==> src/rtl/serial_add_ctrl.sv <==
// serial_add_ctrl: bit-serial adder controller.
// Sequences one shared combinational full-adder cell over WIDTH-bit operands,
// LSB first, one bit per clock. {cout,sum} = a + b + cin (unsigned).
//
// Parameters:
//   WIDTH  operand/sum width, 2..32 (default 8)
// Ports:
//   clk    system clock, rising edge
//   rst    synchronous active-high reset
//   start  request an addition; sampled only in IDLE
//   a, b   operands, captured on the accepting edge
//   cin    carry-in, captured on the accepting edge
//   busy   high while the serial add is running
//   done   one-cycle pulse, result valid
//   sum    result; held until the next accepted start
//   cout   final carry-out; held with sum
//   ovf    signed overflow, held with sum (only with SERIAL_ADD_OVF_EN)
//
// Optional feature macro: SERIAL_ADD_OVF_EN adds the ovf output.

module serial_add_fa (
  input  logic x,
  input  logic y,
  input  logic ci,
  output logic s,
  output logic co
);
  assign s  = x ^ y ^ ci;
  assign co = (x & y) | (ci & (x ^ y));
endmodule

module serial_add_ctrl #(
  parameter int WIDTH = 8
) (
  input  logic             clk,
  input  logic             rst,
  input  logic             start,
  input  logic [WIDTH-1:0] a,
  input  logic [WIDTH-1:0] b,
  input  logic             cin,
  output logic             busy,
  output logic             done,
  output logic [WIDTH-1:0] sum,
  output logic             cout
`ifdef SERIAL_ADD_OVF_EN
  ,
  output logic             ovf
`endif
);

  localparam int CW = (WIDTH > 1) ? $clog2(WIDTH) : 1;
  localparam logic [CW-1:0] LAST = CW'(WIDTH - 1);

  typedef enum logic [1:0] {
    IDLE = 2'd0,
    RUN  = 2'd1,
    DONE = 2'd2
  } state_t;

  state_t           state;
  logic [WIDTH-1:0] sh_a;
  logic [WIDTH-1:0] sh_b;
  logic             carry;
  logic [CW-1:0]    cnt;
  logic             fa_s;
  logic             fa_co;

  serial_add_fa u_fa (
    .x  (sh_a[0]),
    .y  (sh_b[0]),
    .ci (carry),
    .s  (fa_s),
    .co (fa_co)
  );

  assign busy = (state == RUN);
  assign done = (state == DONE);

  always_ff @(posedge clk) begin
    if (rst) begin
      state <= IDLE;
      sh_a  <= '0;
      sh_b  <= '0;
      carry <= 1'b0;
      cnt   <= '0;
      sum   <= '0;
      cout  <= 1'b0;
`ifdef SERIAL_ADD_OVF_EN
      ovf   <= 1'b0;
`endif
    end else begin
      case (state)
        IDLE: begin
          if (start) begin
            sh_a  <= a;
            sh_b  <= b;
            carry <= cin;
            cnt   <= '0;
            sum   <= '0;
            state <= RUN;
          end
        end
        RUN: begin
          // Sum bits enter at the MSB so after WIDTH shifts bit 0 sits at sum[0].
          sum   <= {fa_s, sum[WIDTH-1:1]};
          sh_a  <= sh_a >> 1;
          sh_b  <= sh_b >> 1;
          carry <= fa_co;
          cnt   <= cnt + CW'(1);
          if (cnt == LAST) begin
            cout  <= fa_co;
`ifdef SERIAL_ADD_OVF_EN
            // carry still holds the carry into the MSB on this edge
            ovf   <= carry ^ fa_co;
`endif
            state <= DONE;
          end
        end
        DONE: begin
          state <= IDLE;
        end
        default: begin
          state <= IDLE;
        end
      endcase
    end
  end

endmodule

==> config.mk <==
export PLATFORM = sky130hd
export DESIGN_NAME = serial_add_ctrl
export DESIGN_NICKNAME = d
export VERILOG_FILES = /design/src/rtl/serial_add_ctrl.sv
export SDC_FILE = /design/constraint.sdc
export NUM_CORES = 1
export LEC_CHECK = 0
export ABC_AREA = 0
export BUFFER_PORTS_ARGS = -buffer_cell sky130_fd_sc_hd__clkbuf_2
export CAP_MARGIN = 20
export CORE_MARGIN = 2
export CORE_UTILIZATION = 49
export DETAILED_ROUTE_END_ITERATION = 16
export HOLD_SLACK_MARGIN = 0.02
export PLACE_DENSITY = 0.74
export SYNTH_ARGS = -nofsm -noshare
export SYNTH_HDL_FRONTEND = slang
export SYNTH_SLANG_ARGS = --single-unit
==> constraint.sdc <==
create_clock -name clk -period 1.35 [get_ports clk]
set_input_delay 0.0675 -clock clk [delete_from_list [all_inputs] [get_ports clk]]
set_output_delay 0.0675 -clock clk [all_outputs]
set_load 0.03 [all_outputs]
Word-level counts from Yosys, hierarchy flattened
Index checks and enable logic that the tools add are counted.

cells by class
  add/sub/neg operators = 1
  equality and inequality tests = 5
  multiplexer cells = 13
  bitwise logic cells = 5
  reduce and logical (&&, ||, !) cells = 5

operators by type and width
  operator                                                                 number
  8-bit case mux with 2 select lines                                       3
  8-bit two-way mux                                                        3
  3-bit case mux with 2 select lines                                       1
  2-bit AND reduction                                                      3
  2-bit two-way mux                                                        2
  2-bit case mux with 2 select lines                                       1
  3-bit by 1-bit adder with 3-bit output, second input constant            1
  3-bit equality test, second input constant                               1
  3-bit two-way mux                                                        1
  1-bit bitwise AND                                                        2
  2-bit by 1-bit equality test with 1-bit output, second input constant    1
  2-bit equality test, second input constant                               1
  2-bit logical NOT                                                        1
  2-bit by 1-bit inequality test with 1-bit output, second input constant  1
  2-bit inequality test, second input constant                             1
  1-bit case mux with 2 select lines                                       1
  2-bit nonzero test                                                       1
  1-bit XOR                                                                2
  1-bit two-way mux                                                        1
  1-bit OR                                                                 1

word-level totals
  register bits after elaboration = 31
  input bits = 20
  output and inout bits = 11
  word-level logic and storage cells = 36

Longest topological paths before layout
  depth after elaboration = 4
  gate-level depth with buffers = 6

Hierarchy
From an unflattened synthesis, not the netlist that was laid out.

second synthesis, totals
  cell total of the unflattened synthesis = 132
  area total of the unflattened synthesis = 1353.8 um^2

by module, submodules not included
  module           times used  cells an instance  area each (um^2)  seq. area each (um^2)
  serial_add_ctrl  1           131                1333.8            620.6
  serial_add_fa    1           1                  20.0              0.0

Worst setup path before layout
OpenSTA, ideal clock, no wires.

  kind = register to register
  from = reg carry
  to = reg sum[7]
  setup time = 0.128 ns
  arrival = 1.064 ns
  data required time = 1.222 ns
  path slack = 0.159 ns
  cell stages (with the launch flop) = 5
  path through = dfxtp_1 inv_1 fa_1 a2bb2oi_1 nor2_1

between the ends
  longest elaborated chain between the ends = 2

RTL lines
  what                                RTL line  text
  start, declared                     63        logic carry;
  start signal, assigned              97        carry <= cin;
  start signal, assigned              108       carry <= fa_co;
  1-bit XOR                           28        assign s = x ^ y ^ ci;
  8-bit case mux with 2 select lines  92        case (state)
  end signal, assigned                105       sum <= {fa_s, sum[WIDTH-1:1]};
  end, declared                       43        output logic [WIDTH-1:0] sum,

No other way between the ends.
A chain may end at the register's enable or synchronous reset.

Worst setup path after layout
  from = reg state[1]
  to = out busy

between the ends
  longest elaborated chain between the ends = 1

RTL lines
  what                                            RTL line  text
  start, declared                                 60        state_t state;
  start signal, assigned                          81        state <= IDLE;
  start signal, assigned                          100       state <= RUN;
  start signal, assigned                          116       state <= DONE;
  2-bit by 1-bit equality test with 1-bit output  76        assign busy = (state == RUN);
  end, declared                                   41        output logic busy,

No other way between the ends.

==> run_summary.xml <==
<?xml version="1.0" encoding="UTF-8"?>
<metrics>
  <group name="timing">
    <metric name="timing.fmax" unit="MHz">785</metric>
    <metric name="tightestPinTransition" unit="ps">589</metric>
    <metric name="final_period_minus_worst_setup_slack" unit="ps">1270</metric>
    <metric name="setup-tns-final" unit="ps">0</metric>
    <metric name="timing.clock.skew" unit="ps">2.93</metric>
    <metric name="max-slew-margin-rel" unit="">0.608</metric>
    <metric name="setup_viol_count_final" unit="">0</metric>
    <metric name="final_cycle_share" unit="">0.944</metric>
    <metric name="layout_setup_ws" unit="ps">75.4</metric>
    <metric name="grt_setup_unrepaired" unit="">no</metric>
    <metric name="hold_viol" unit="">0</metric>
    <metric name="holdWs" unit="ps">22.1</metric>
    <metric name="maxSlewViolCount" unit="">0</metric>
  </group>
  <group name="place">
    <metric name="detailedPlace.worstSlack" unit="ps">37.7</metric>
    <metric name="dp_hpwl" unit="um">1880</metric>
    <metric name="global_placement_routability_congestion" unit="">0.708</metric>
    <metric name="port_buffers" unit="">30</metric>
    <metric name="placed_cells_incl_taps" unit="">207</metric>
  </group>
  <group name="clock_tree">
    <metric name="cts-root-to-sink-buffers" unit="">2</metric>
    <metric name="path_clk_slew" unit="ps">80</metric>
    <metric name="clock_buffers_created_by_tritoncts" unit="">5</metric>
    <metric name="worst_skew_pair.late_latency" unit="ps">310</metric>
    <metric name="total_number_of_h_tree_levels" unit="">2</metric>
    <metric name="ctsRootBufferMaster" unit="">clkbuf_4</metric>
    <metric name="cts_tree" unit="">yes</metric>
    <metric name="cts_num_sinks" unit="">31</metric>
  </group>
  <group name="cells_and_area">
    <metric name="final.fill_count" unit="">245</metric>
    <metric name="post_route_cells_drive_above_1_share" unit="">0.253</metric>
    <metric name="seq_area" unit="sq um">621</metric>
    <metric name="multiInputGateArea" unit="sq um">616</metric>
    <metric name="fin_cells" unit="">229</metric>
    <metric name="area_growth_syn_to_layout" unit="%">25.9</metric>
    <metric name="nets" unit="">222</metric>
    <metric name="antenna_cells_inserted" unit="">0</metric>
  </group>
  <group name="logic_synthesis">
    <metric name="post_synth_mux_area_share" unit="">0.0149</metric>
    <metric name="synth-edff-count" unit="">0</metric>
    <metric name="synth_compound_gate_area_share" unit="">0.207</metric>
    <metric name="synth_xor_xnor_area_share" unit="">0</metric>
    <metric name="yosys_warning_count" unit="">0</metric>
    <metric name="netlist.top_cell.by_area" unit="">dfxtp_1</metric>
    <metric name="postSynth.asyncResetShare" unit="">0</metric>
    <metric name="netlist_top_cells_area" unit="">dfxtp_1 (46%), a311oi_1 (8.5%), nor2_1 (7.8%), nand2_1 (7.2%), a22oi_1 (5.0%)</metric>
    <metric name="synth-main-ff-cell" unit="">dfxtp_1</metric>
    <metric name="mappedNetlistArea" unit="sq mm">0.00135</metric>
    <metric name="ys_types" unit="">26</metric>
    <metric name="avg_cell_area_syn" unit="sq um">8.74</metric>
    <metric name="synthCells" unit="">154</metric>
    <metric name="yosys.area_share.adder" unit="">0.0335</metric>
    <metric name="synthTopCellsByCount" unit="">dfxtp_1 (31), nor2_1 (28), nand2_1 (26)</metric>
    <metric name="flip_flop_and_latch_count_after_synthesis" unit="">31</metric>
    <metric name="synth_seq_area_share" unit="">0.461</metric>
    <metric name="synth-simple-area-share" unit="">0.197</metric>
    <metric name="mappedNetlistNets" unit="">177</metric>
    <metric name="synth.most_common_cell" unit="">dfxtp_1</metric>
    <metric name="synth_top_cell_area_share" unit="">0.461</metric>
    <metric name="synth_top_family_by_area" unit="">compound AO/OA/AOI/OAI gates</metric>
  </group>
  <group name="hold_path">
    <metric name="worst_hold_path.num_cells" unit="">3</metric>
    <metric name="min-delay-path-class" unit="">in -&gt; reg</metric>
    <metric name="hold_start" unit="">b[7]</metric>
    <metric name="holdPathEnd" unit="">sh_b[7]$_SDFFE_PP0P_</metric>
  </group>
  <group name="die">
    <metric name="die_w" unit="um">56.4</metric>
    <metric name="start_util" unit="">0.501</metric>
    <metric name="count_of_pins_on_the_block_boundary" unit="">31</metric>
    <metric name="floorplan.die_area" unit="sq mm">0.00318</metric>
    <metric name="core_region_area" unit="sq mm">0.00269</metric>
    <metric name="die_h" unit="um">56.4</metric>
    <metric name="rows" unit="">19</metric>
  </group>
  <group name="setup_path">
    <metric name="required" unit="ps">1280</metric>
    <metric name="cp-end-kind" unit="">output pin</metric>
    <metric name="critPathKind" unit="">reg -&gt; out</metric>
    <metric name="reg2reg_to" unit="">sum[7]$_SDFFE_PP0P_</metric>
    <metric name="startpoint_type" unit="">flip-flop</metric>
    <metric name="cp.arrival" unit="ps">1210</metric>
    <metric name="timing.rr.start" unit="">carry$_SDFFE_PP0P_</metric>
    <metric name="cp_max_fo" unit="">3</metric>
    <metric name="rr_worst_depth" unit="">4</metric>
    <metric name="worst-r2r-setup-slack" unit="ps">90</metric>
  </group>
  <group name="global_routing">
    <metric name="grt.total_usage" unit="">0.204</metric>
    <metric name="overflow" unit="">0</metric>
    <metric name="grt_start_max_net_pins" unit="">32</metric>
    <metric name="grt_pass1_vias" unit="">1163</metric>
    <metric name="grt_antenna_before_repair" unit="">0</metric>
    <metric name="global_route_wire_length_before_repair" unit="um">5070</metric>
  </group>
  <group name="route">
    <metric name="drcViolationCount" unit="">0</metric>
    <metric name="drt_first_iter_violations" unit="">53</metric>
    <metric name="route.detailed.wl_per_inst" unit="um">12.5</metric>
    <metric name="detailroute.via_count" unit="">1237</metric>
    <metric name="detail_route.first_pass.iterations" unit="">4</metric>
    <metric name="antenna_violating_nets_post_route" unit="">0</metric>
    <metric name="routed_wl" unit="um">2870</metric>
    <metric name="vias_per_cell" unit="">5.40</metric>
  </group>
  <group name="outcome">
    <metric name="run_status" unit="">finished, final reports clean</metric>
  </group>
  <group name="job">
    <metric name="max-cap-violations" unit="">0</metric>
  </group>
  <group name="power">
    <metric name="cellPowerDensity" unit="mW/mm^2">1020</metric>
    <metric name="worst_ir_drop_vdd" unit="uV">751</metric>
    <metric name="static-leakage-power" unit="uW">0.000735</metric>
  </group>
</metrics>
-- cells in the final DEF, fill, tap and decap left out, types with 2 or more instances in the layout --
master         Yosys  final
a21oi_1            7      7
a22oi_1            9      9
a311oi_1          13     13
buf_4              3      7
clkbuf_2           0     30
clkbuf_4           0      5
dfxtp_1           31     31
dlygate4sd3_1      0     13
ha_1               2      2
inv_1              6      5
mux2i_1            2      2
nand2_1           26     26
nand3b_1           2      2
nor2_1            28     28
nor3_1             2      2
o21ai_0            2      2
o221a_2            2      2
-- metrics by stage --
| stage | total power [uW] | util | area (sq um) |
|---|---|---|---|
| after floorplan | 1180 | - | 1350 |
| after global placement | 1230 | 0.551 | 1480 |
| after detailed placement | 1240 | 0.551 | 1480 |
| after CTS | 1720 | 0.621 | 1670 |
| after global routing | 1820 | 0.631 | 1700 |
| final | 1720 | 0.631 | 1700 |
-- area by class of cell --
class / count / area share
Timing Repair Buffer: 51 / 0.208
Tap cell: 31 / 0.0229
Clock buffer: 6 / 0.0244
Inverter: 6 / 0.0155
Multi-Input combinational cell: 104 / 0.363
Sequential cell: 31 / 0.366
-- routing by layer --
layer / up-vias / wire, um / GRT usage
met5: - / 0 / 0
li1: 628 / - / -
met3: 3 / 118 / 0.0415
met1: 575 / 1240 / 0.260
met4: 0 / 9 / 0.0714
met2: 31 / 1500 / 0.341
-- critical path, cell delays in order (launching register included) --
cell and delay, ps:
dfxtp_1 380, nand2b_2 190, clkinvlp_4 130, clkbuf_2 190
-- power breakdown --
group	internal (uW)	switching (uW)
clock	185	274
sequential	963	27.3
combinational	132	142
total	1280	443
-- worst max-delay path by stage --
stage / from / end / slack [ps] / cells past startpoint
floorplan: carry$_SDFFE_PP0P_ / sum[7]$_SDFFE_PP0P_ / 160 / 4
global placement: state[1]$_SDFFE_PP0P_ / cout$_SDFFE_PP0P_ / 110 / 4
detailed placement: state[0]$_SDFFE_PP0P_ / sum[0]$_SDFFE_PP0P_ / 40 / 3
CTS: state[0]$_SDFFE_PP0P_ / sum[0]$_SDFFE_PP0P_ / 10 / 3
global route: carry$_SDFFE_PP0P_ / sum[7]$_SDFFE_PP0P_ / 8 / 4
finish: state[1]$_SDFFE_PP0P_ / busy / 80 / 3
-- state kept, by name, summed over array words and instances, names as in the netlist --
| register | cells |
|---|---|
| state | 2 |
| sh_a | 8 |
| cnt | 3 |
| sh_b | 8 |
| cout | 1 |
| carry | 1 |
| sum | 8 |
-- repair_timing --
action | in CTS | in global routing
hold endpoints to repair | 13 | 0
resized for setup | 1 | 2
cloned | 0 | 0
setup buffers | 2 | 1
hold buffers | 13 | 0
endpoints found under the setup margin | 1 | 23
-- cells by family (layout without fill, tap and decap cells) --
| logic type | Yosys count | after routing |
|---|---|---|
| AND/OR/NAND/NOR | 62 | 62 |
| AO/OA/AOI/OAI | 37 | 37 |
| flip-flops | 31 | 31 |
| buffers and inverters | 19 | 63 |
| adder cells (fa/ha/maj) | 3 | 3 |
| multiplexers | 2 | 2 |
(Power assumes the default switching activity.)
